## src/rtl/demux_stream_nch.sv

```systemverilog
`timescale 1ns/1ps
// demux_stream_nch
// Registered 1-to-NUM_OUT stream demultiplexer. Each output channel has a
// one-entry holding register with its own valid/ready handshake. A beat whose
// select is out of range is dropped and raises the sticky err_sel flag.
// Optional feature: define DEMUX_BCAST_EN to add the bcast input, which copies
// one beat into every channel at once.
module demux_stream_nch #(
    parameter int               BITS    = 8,
    parameter int               NUM_OUT = 4,
    parameter logic [BITS-1:0]  DEFAULT = '0,
    localparam int              SEL_BITS = (NUM_OUT > 1) ? $clog2(NUM_OUT) : 1
) (
    input  logic                      clk,
    input  logic                      rst,
`ifdef DEMUX_BCAST_EN
    input  logic                      bcast,
`endif
    input  logic                      in_valid,
    output logic                      in_ready,
    input  logic [SEL_BITS-1:0]       in_sel,
    input  logic [BITS-1:0]           in_data,
    output logic [NUM_OUT-1:0]        out_valid,
    input  logic [NUM_OUT-1:0]        out_ready,
    output logic [NUM_OUT*BITS-1:0]   out_data,
    output logic                      err_sel,
    input  logic                      err_clr
);

    // One extra bit so the range test also works when NUM_OUT is a power of 2.
    localparam logic [SEL_BITS:0] NUM_OUT_W = (SEL_BITS + 1)'(NUM_OUT);

    logic [NUM_OUT-1:0]      r_valid;
    logic [NUM_OUT*BITS-1:0] r_data;
    logic                    r_err;

    logic [NUM_OUT-1:0]      w_can_load;
    logic [NUM_OUT-1:0]      w_sel_onehot;
    logic [NUM_OUT-1:0]      w_load;
    logic                    w_sel_in_range;
    logic                    w_accept;
    logic                    w_bad_accept;

    // A channel can take a beat when empty or when its current beat drains now.
    assign w_can_load     = ~r_valid | out_ready;
    assign w_sel_in_range = {1'b0, in_sel} < NUM_OUT_W;

    // Decode the select into a one-hot channel mask (all zero when out of range).
    always_comb begin
        // NOTE: every signal assigned in a combinational block gets a default
        // first, so no path leaves it unassigned and no latch is inferred.
        w_sel_onehot = '0;
        for (int i = 0; i < NUM_OUT; i++) begin
            if (in_sel == SEL_BITS'(i)) begin
                w_sel_onehot[i] = 1'b1;
            end
        end
    end

    // Handshake and per-channel load enables; in_ready never looks at in_valid.
    always_comb begin
        in_ready     = 1'b1;
        w_accept     = 1'b0;
        w_load       = '0;
        w_bad_accept = 1'b0;
`ifdef DEMUX_BCAST_EN
        if (bcast) begin
            // Broadcast waits until every channel can take the beat together.
            in_ready = &w_can_load;
            w_accept = in_valid && in_ready;
            w_load   = {NUM_OUT{w_accept}};
        end else begin
            in_ready     = w_sel_in_range ? |(w_sel_onehot & w_can_load) : 1'b1;
            w_accept     = in_valid && in_ready;
            w_load       = w_accept ? w_sel_onehot : '0;
            w_bad_accept = w_accept && !w_sel_in_range;
        end
`else
        in_ready     = w_sel_in_range ? |(w_sel_onehot & w_can_load) : 1'b1;
        w_accept     = in_valid && in_ready;
        w_load       = w_accept ? w_sel_onehot : '0;
        w_bad_accept = w_accept && !w_sel_in_range;
`endif
    end

    // Holding registers: load wins over drain, so a channel streams without bubbles.
    always_ff @(posedge clk or posedge rst) begin
        // NOTE: the data registers are reset too, because an idle channel must
        // drive DEFAULT on its data from the very first cycle after reset.
        if (rst) begin
            r_valid <= '0;
            r_data  <= {NUM_OUT{DEFAULT}};
        end else begin
            // NOTE: state uses non-blocking assignments so every register
            // samples the pre-edge values, independent of statement order.
            for (int i = 0; i < NUM_OUT; i++) begin
                if (w_load[i]) begin
                    r_valid[i]               <= 1'b1;
                    r_data[i*BITS +: BITS]   <= in_data;
                end else if (r_valid[i] && out_ready[i]) begin
                    r_valid[i]               <= 1'b0;
                    r_data[i*BITS +: BITS]   <= DEFAULT;
                end
            end
        end
    end

    // Sticky select-error flag; a new bad beat beats a same-cycle clear.
    always_ff @(posedge clk or posedge rst) begin
        if (rst) begin
            r_err <= 1'b0;
        end else if (w_bad_accept) begin
            r_err <= 1'b1;
        end else if (err_clr) begin
            r_err <= 1'b0;
        end
    end

    assign out_valid = r_valid;
    assign out_data  = r_data;
    assign err_sel   = r_err;

endmodule

```

## config.mk

```make
export PLATFORM = sky130hd
export DESIGN_NAME = demux_stream_nch
export DESIGN_NICKNAME = d
export VERILOG_FILES = /design/src/rtl/demux_stream_nch.sv
export SDC_FILE = /design/constraint.sdc
export NUM_CORES = 1
export LEC_CHECK = 0
export ABC_AREA = 1
export BUFFER_PORTS_ARGS = -buffer_cell sky130_fd_sc_hd__buf_2
export CORE_ASPECT_RATIO = 0.75
export CORE_MARGIN = 8
export CORE_UTILIZATION = 40
export DETAILED_ROUTE_END_ITERATION = 7
export PLACE_DENSITY = 0.66
export SYNTH_ARGS = -nofsm -noshare
export SYNTH_HDL_FRONTEND = slang
export SYNTH_SLANG_ARGS = --single-unit
export TNS_END_PERCENT = 50
```

## constraint.sdc

```tcl
create_clock -name clk -period 2.47 [get_ports clk]
set_input_delay 0.6175 -clock clk [delete_from_list [all_inputs] [get_ports clk]]
set_output_delay 0.6175 -clock clk [all_outputs]
set_load 0.01 [all_outputs]
```

==> out/qor.txt, run 1 <==
outcome -> finished, final reports clean
GRT Total Usage -> 14.5%
WP data arrival -> 1380 ps
Post CTS Setup Buffer Count -> 0
Post-synth EDFFs -> 0
max-capacitance violation count -> 0
IO buf count -> 53
H-tree levels -> 2
fin nets -> 257
clock sink count -> 36
most common cell in the netlist -> nand2_1
Tcrit/Tclk final -> 80.8%
Cell Area, Synth -> 1630 um^2
Reg2Reg Depth -> 9
Worst Setup End Kind -> output port
Synth async-reset ratio -> 100%
Synth top area share -> 55.2%
R2R setup slack -> 980 ps
Routed WL -> 4560 um
Layout area overhead -> 25.8%
Net Count, Synth -> 196
Gate Count Post-Synth -> 178
die area -> 6400 um^2
#FFs+latches synth -> 36
crit-path max FO -> 11
Period minus WS final -> 2000 ps
DR WL/cell -> 15.5 um
Hold Path Class -> in2async
largest net degree at the start of global routing -> 37
Slew Viols, Final -> 0
slowest CP cell -> buf_2
Pleak -> 1.18 nW
Mean Syn Cell Area -> 9.17 um^2
die width -> 89.7 um
post-CTS sizing -> 0
Fmax -> 501 MHz
Clock Path Buffers -> 2
Hold Vio Cnt, Final -> 0
hold_buf cts -> 0
critical-path cell list -> buf_2, inv_1, nor2_4, nand2_1, nand2_1, inv_1, nand2_4, buf_2
core area -> 3980 um^2
CP startpoint kind -> input port
drt drc -> 0
fraction of layout cells with a size suffix above 1 -> 31.8%
Die H -> 71.3 um
top cells by count, synth -> nand2_1 (51), dfrtp_1 (36), nand3_1 (32), nand4_1 (32), inv_1 (9)
root buf cell -> clkbuf_8
Crit path largest cell delay -> 160 ps
vias in the first global route -> 1,485
First-pass DRT Iterations -> 4
reg-to-reg endpoint -> out_data[3]
Post-Route Skew -> 8.09 ps
setup violators final -> 0
total grt overflow -> 0
number of CTS-inserted buffers -> 5
ANT cells -> 0
Routed Antenna Nets -> 0
critical path class -> in2out
Initial Util -> 41.0%
cell area power density -> 727 nW/um^2
Most used DFF post-synth -> dfrtp_1
Reg-to-Reg Start -> out_valid[2]
via count -> 1,472
RePlAce Congestion -> 0.767
1st-iter DRT viols -> 95
row count -> 20
I/O Pins -> 56
ranking of synthesized cells by area -> dfrtp_1 (55%), nand4_1 (12%), nand2_1 (12%)
dpl hpwl -> 3300 um
synth unique cells -> 16
initial antenna violation count -> 0
Seq/Total Area, Yosys -> 55.2%
Clk pin slew, worst setup/hold paths -> 70 ps
Req. time, crit path -> 1850 ps
unrepaired setup endpoints after global routing -> no
global-route wire length before repair -> 7420 um
Skew-Pair Late Insertion Delay -> 280 ps
Hold WS -> 429 ps
leading area contributor after synthesis -> dfrtp_1
TNS Setup -> 0 ps
via/cell ratio -> 5.01
Synth Warn # -> 0
Worst IR Drop VDD -> 0.000318 V
CTS tree -> done
-- routing by layer --
layer	track usage, %	part of all wire, %	vias to the layer above
met5	0	0	-
met4	4.49	0.79	0
met3	5.22	6.4	4
met2	21.7	45	43
met1	19.1	48	683
li1	-	-	742
-- cells by family after synthesis --
kind of cell           count (synthesis)  share of synthesized area [%]
buffers and inverters                 18                           5.83
DFF                                   36                           55.2
other                                  1                          0.230
and+or+nand+nor                      123                           38.7
-- worst max-delay path: cells and delay by family --
kind,cells,cell delay (ps)
buf+inv,4,440
simple gates,4,310
-- cell type report --
cell class                      instances  area (um^2)
Multi-Input combinational cell        124          636
Clock buffer                            6         72.6
Timing Repair Buffer                   62          333
Clock inverter                          1         5.00
Tap cell                               55         68.8
Inverter                               10         37.5
Sequential cell                        36          901
Fill cell                             417         1930
-- flip-flops by register name, summed over array words and instances (netlist names) --
name and flops:
out_valid 4, out_data 32
-- metrics by stage --
stage	power, mW	setup WS [ps]	utilization, %	cell area, um^2	cells
3_3_place_gp	1.11	484	49.7	1980	287
2_1_floorplan	0.948	487	-	1630	178
5_1_grt	1.58	398	51.6	2050	294
4_1_cts	1.51	459	51.6	2050	294
3_5_place_dp	1.12	459	49.7	1980	287
6_report	1.49	473	51.6	2050	294
-- how the worst max path moves through the flow --
stage,startpoint,to,slack (ps),cells past startpoint
6_report,in_sel[0],in_ready,470,8
5_1_grt,in_sel[0],in_ready,400,8
4_1_cts,in_sel[0],in_ready,460,8
3_5_place_dp,in_sel[0],in_ready,460,8
3_3_place_gp,in_sel[0],in_ready,480,8
2_1_floorplan,in_sel[1],in_ready,490,6
-- where the power goes --
| part | internal (mW) | switching (mW) |
|---|---|---|
| clock network | 0.192 | 0.199 |
| registers | 0.686 | 0.0519 |
| logic | 0.143 | 0.220 |
| total | 1.02 | 0.471 |
-- layout by cell type (no fill, tap or decap) --
cell type,count
clkbuf_8,5
clkinv_1,1
nor2_4,2
nand4_1,32
conb_1,1
dfrtp_1,36
buf_4,9
clkbuf_1,1
nand2_1,51
nand3_2,4
nor2_2,1
nand2_4,1
clkinv_2,1
inv_1,9
nand3_1,32
buf_2,53
Power figures use the tool's default switching activity.
==> inputs of run 2 (changes only) <==
--- a/config.mk
+++ b/config.mk
@@ -11,7 +11,7 @@
 export CORE_MARGIN = 8
 export CORE_UTILIZATION = 40
 export DETAILED_ROUTE_END_ITERATION = 7
-export PLACE_DENSITY = 0.66
+export PLACE_DENSITY = 0.69
 export SYNTH_ARGS = -nofsm -noshare
 export SYNTH_HDL_FRONTEND = slang
 export SYNTH_SLANG_ARGS = --single-unit
==> constraint.sdc (replaced) <==
create_clock -name clk -period 1.75 [get_ports clk]
set_input_delay 0.4375 -clock clk [delete_from_list [all_inputs] [get_ports clk]]
set_output_delay 0.4375 -clock clk [all_outputs]
set_load 0.01 [all_outputs]
==> run 2 against run 1 <==
Against the previous run:
- critical path depth decreased by 2
- combinational power rose by 45%
- wire length decreased by 1.6%
- largest power group unchanged
- worst hold slack lost 190 ps
- first-iteration DRC count is 8.4% higher
- via count up 1.4%
- flip-flop and latch count is the same
- global-route usage shrank 0.13 points
- count of clock-buffer cells in the layout stayed put
- total power grew 47%
==> out/qor.txt, run 2 (synthesized netlist as in run 1, its figures left out) <==
outcome -> finished, final reports clean (unchanged)
Tcrit/Tclk final -> 94.2%
number of CTS-inserted buffers -> 5 (unchanged)
Die H -> 71.3 um (unchanged)
IO buf count -> 53 (unchanged)
WP data arrival -> 1210 ps (was 1380 ps)
most frequent cells in the layout -> buf_2 (52), nand2_1 (48), dfrtp_1 (36) (was buf_2 (53), nand2_1 (51), dfrtp_1 (36))
multi-input gate area in the final layout -> 643 um^2 (was 636 um^2)
Period minus WS final -> 1650 ps
initial antenna violation count -> 0 (unchanged)
Hold Vio Cnt, Final -> 0 (unchanged)
Req. time, crit path -> 1310 ps (was 1850 ps)
vias in the first global route -> 1,474 (was 1,485)
Post-Route Skew -> 4.77 ps (was 8.09 ps)
clock sink count -> 36 (unchanged)
I/O Pins -> 56 (unchanged)
Post-Place Worst Slack -> 63.4 ps (was 459 ps)
global-route wire length before repair -> 7390 um (was 7420 um)
largest net degree at the start of global routing -> 37 (unchanged)
die width -> 89.7 um (unchanged)
unrepaired setup endpoints after global routing -> no (unchanged)
Clock Path Buffers -> 2 (unchanged)
DR top layer -> met4 (unchanged)
fill count -> 402 (was 417)
Pleak -> 1.21 nW (was 1.18 nW)
H-tree levels -> 2 (unchanged)
die area -> 6400 um^2 (unchanged)
met2 WL -> 2020 um (was 2050 um)
TNS Setup -> 0 ps (unchanged)
critical-path cell list -> nand2_1, nand2_1, nand2_1, inv_1, nand2_4, buf_6 (was buf_2, inv_1, nor2_4, nand2_1, nand2_1, inv_1, nand2_4, buf_2)
DR WL/cell -> 15.2 um (was 15.5 um)
via count -> 1,492 (was 1,472)
Fmax -> 607 MHz
critical path class -> reg2out (was in2out)
met1 wire length -> 2140 um (was 2180 um)
drt drc -> 0 (unchanged)
Layout area overhead -> 28.8% (was 25.8%)
cell area power density -> 1040 nW/um^2 (was 727 nW/um^2)
Routed WL -> 4490 um (was 4560 um)
Worst Setup End Kind -> output port (unchanged)
via/cell ratio -> 5.04 (was 5.01)
Slew Viols, Final -> 0 (unchanged)
First-pass DRT Iterations -> 4 (unchanged)
Initial Util -> 41.0% (unchanged)
dpl hpwl -> 3300 um (about the same)
CTS tree -> done (unchanged)
slowest CP cell -> dfrtp_1 (was buf_2)
core area -> 3980 um^2 (unchanged)
ANT cells -> 0 (unchanged)
commonest non-fill, non-tap cell in the layout -> buf_2 (unchanged)
Hold Path Class -> in2async (unchanged)
root buf cell -> clkbuf_8 (unchanged)
row count -> 20 (unchanged)
most used cell, CP -> nand2_1
Largest register FFs -> 32 (unchanged)
setup violators final -> 0 (unchanged)
crit-path max FO -> 7 (was 11)
RePlAce Congestion -> 0.756 (was 0.767)
GRT Total Usage -> 14.4% (was 14.5%)
Crit path largest cell delay -> 390 ps (was 160 ps)
Clk pin slew, worst setup/hold paths -> 70 ps (about the same)
Routed Antenna Nets -> 0 (unchanged)
Skew-Pair Late Insertion Delay -> 290 ps (was 280 ps)
CP startpoint kind -> flop (was input port)
Worst IR Drop VDD -> 0.000430 V (was 0.000318 V)
fin nets -> 258 (was 257)
final worst setup slack -> 102 ps (was 473 ps)
Post CTS Setup Buffer Count -> 0 (unchanged)
fraction of layout cells with a size suffix above 1 -> 34.0% (was 31.8%)
Met3 Wirelength -> 282 um (was 291 um)
total grt overflow -> 0 (unchanged)
max-capacitance violation count -> 0 (unchanged)
Seq. cell area -> 901 um^2 (unchanged)
1st-iter DRT viols -> 103 (was 95)
[run 2: cell types whose count changed in the layout (fill, tap and decap cells not counted), sizes merged]
cell / previous run / this run
clkinv: 2 / 3
buf: 62 / 63
[run 2: where the power goes]
group	internal [mW]	total (mW)	leakage, nW	switching [mW]
Combinational	0.213	0.528	0.686	0.315
Clock	0.314	0.617	0.0510	0.303
Sequential	0.968	1.04	0.470	0.0729
[run 2: metrics by stage]
stage | hold slack, ps | area, um^2 | cells | power (mW) | utilization (%)
final | 235 | 2100 | 296 | 2.19 | 52.8
after global routing | 273 | 2100 | 296 | 2.31 | 52.8
after CTS | 249 | 2090 | 296 | 2.21 | 52.5
after detailed placement | 484 | 2000 | 288 | 1.59 | 50.2
after global placement | 478 | 2000 | 288 | 1.58 | 50.2
after floorplan | 536 | 1630 | 178 | 1.34 | -
[run 2: worst max-delay path: cells and delay by family, from the launching register on]
| family | cells | cell delay [ps] |
|---|---|---|
| DFF | 1 | 390 |
| and+or+nand+nor | 4 | 350 |
| buffers and inverters | 2 | 180 |
[run 2: path summary, 6_finish.rpt]
kind / from / endpoint / slack, ps / cells after the start
max: out_valid[1] / in_ready / 100 / 6
min: rst / out_data[19] / 240 / 3
max reg2reg: out_valid[1] / out_data[13] / 320 / 9
min reg2reg: out_data[24] / out_data[24] / 490 / 2
max in group asynchronous: rst / out_valid[1] / 1180 / 3
min in group clk: out_ready[0] / out_valid[0] / 420 / 4
[run 2: routing by layer]
metal	GRT usage, %	vias up
met1	19.6	702
met2	20.4	43
li1	-	743
met5	0	-
met4	5.05	0
met3	5.32	4
[run 2: timing repair]
action / CTS / global route
resized for setup: 0 / 4
hold buffers: 0 / 0
setup endpoints to repair: 0 / 1
[run 2: final cells by class]
type                    instances  area share (%)
well taps                      55            3.27
inverters                      10            1.79
flip-flops and latches         36            42.9
multi-input cells             124            30.6
clock inverters                 2           0.476
clock buffers                   6            3.93
repair buffers                 63            17.1
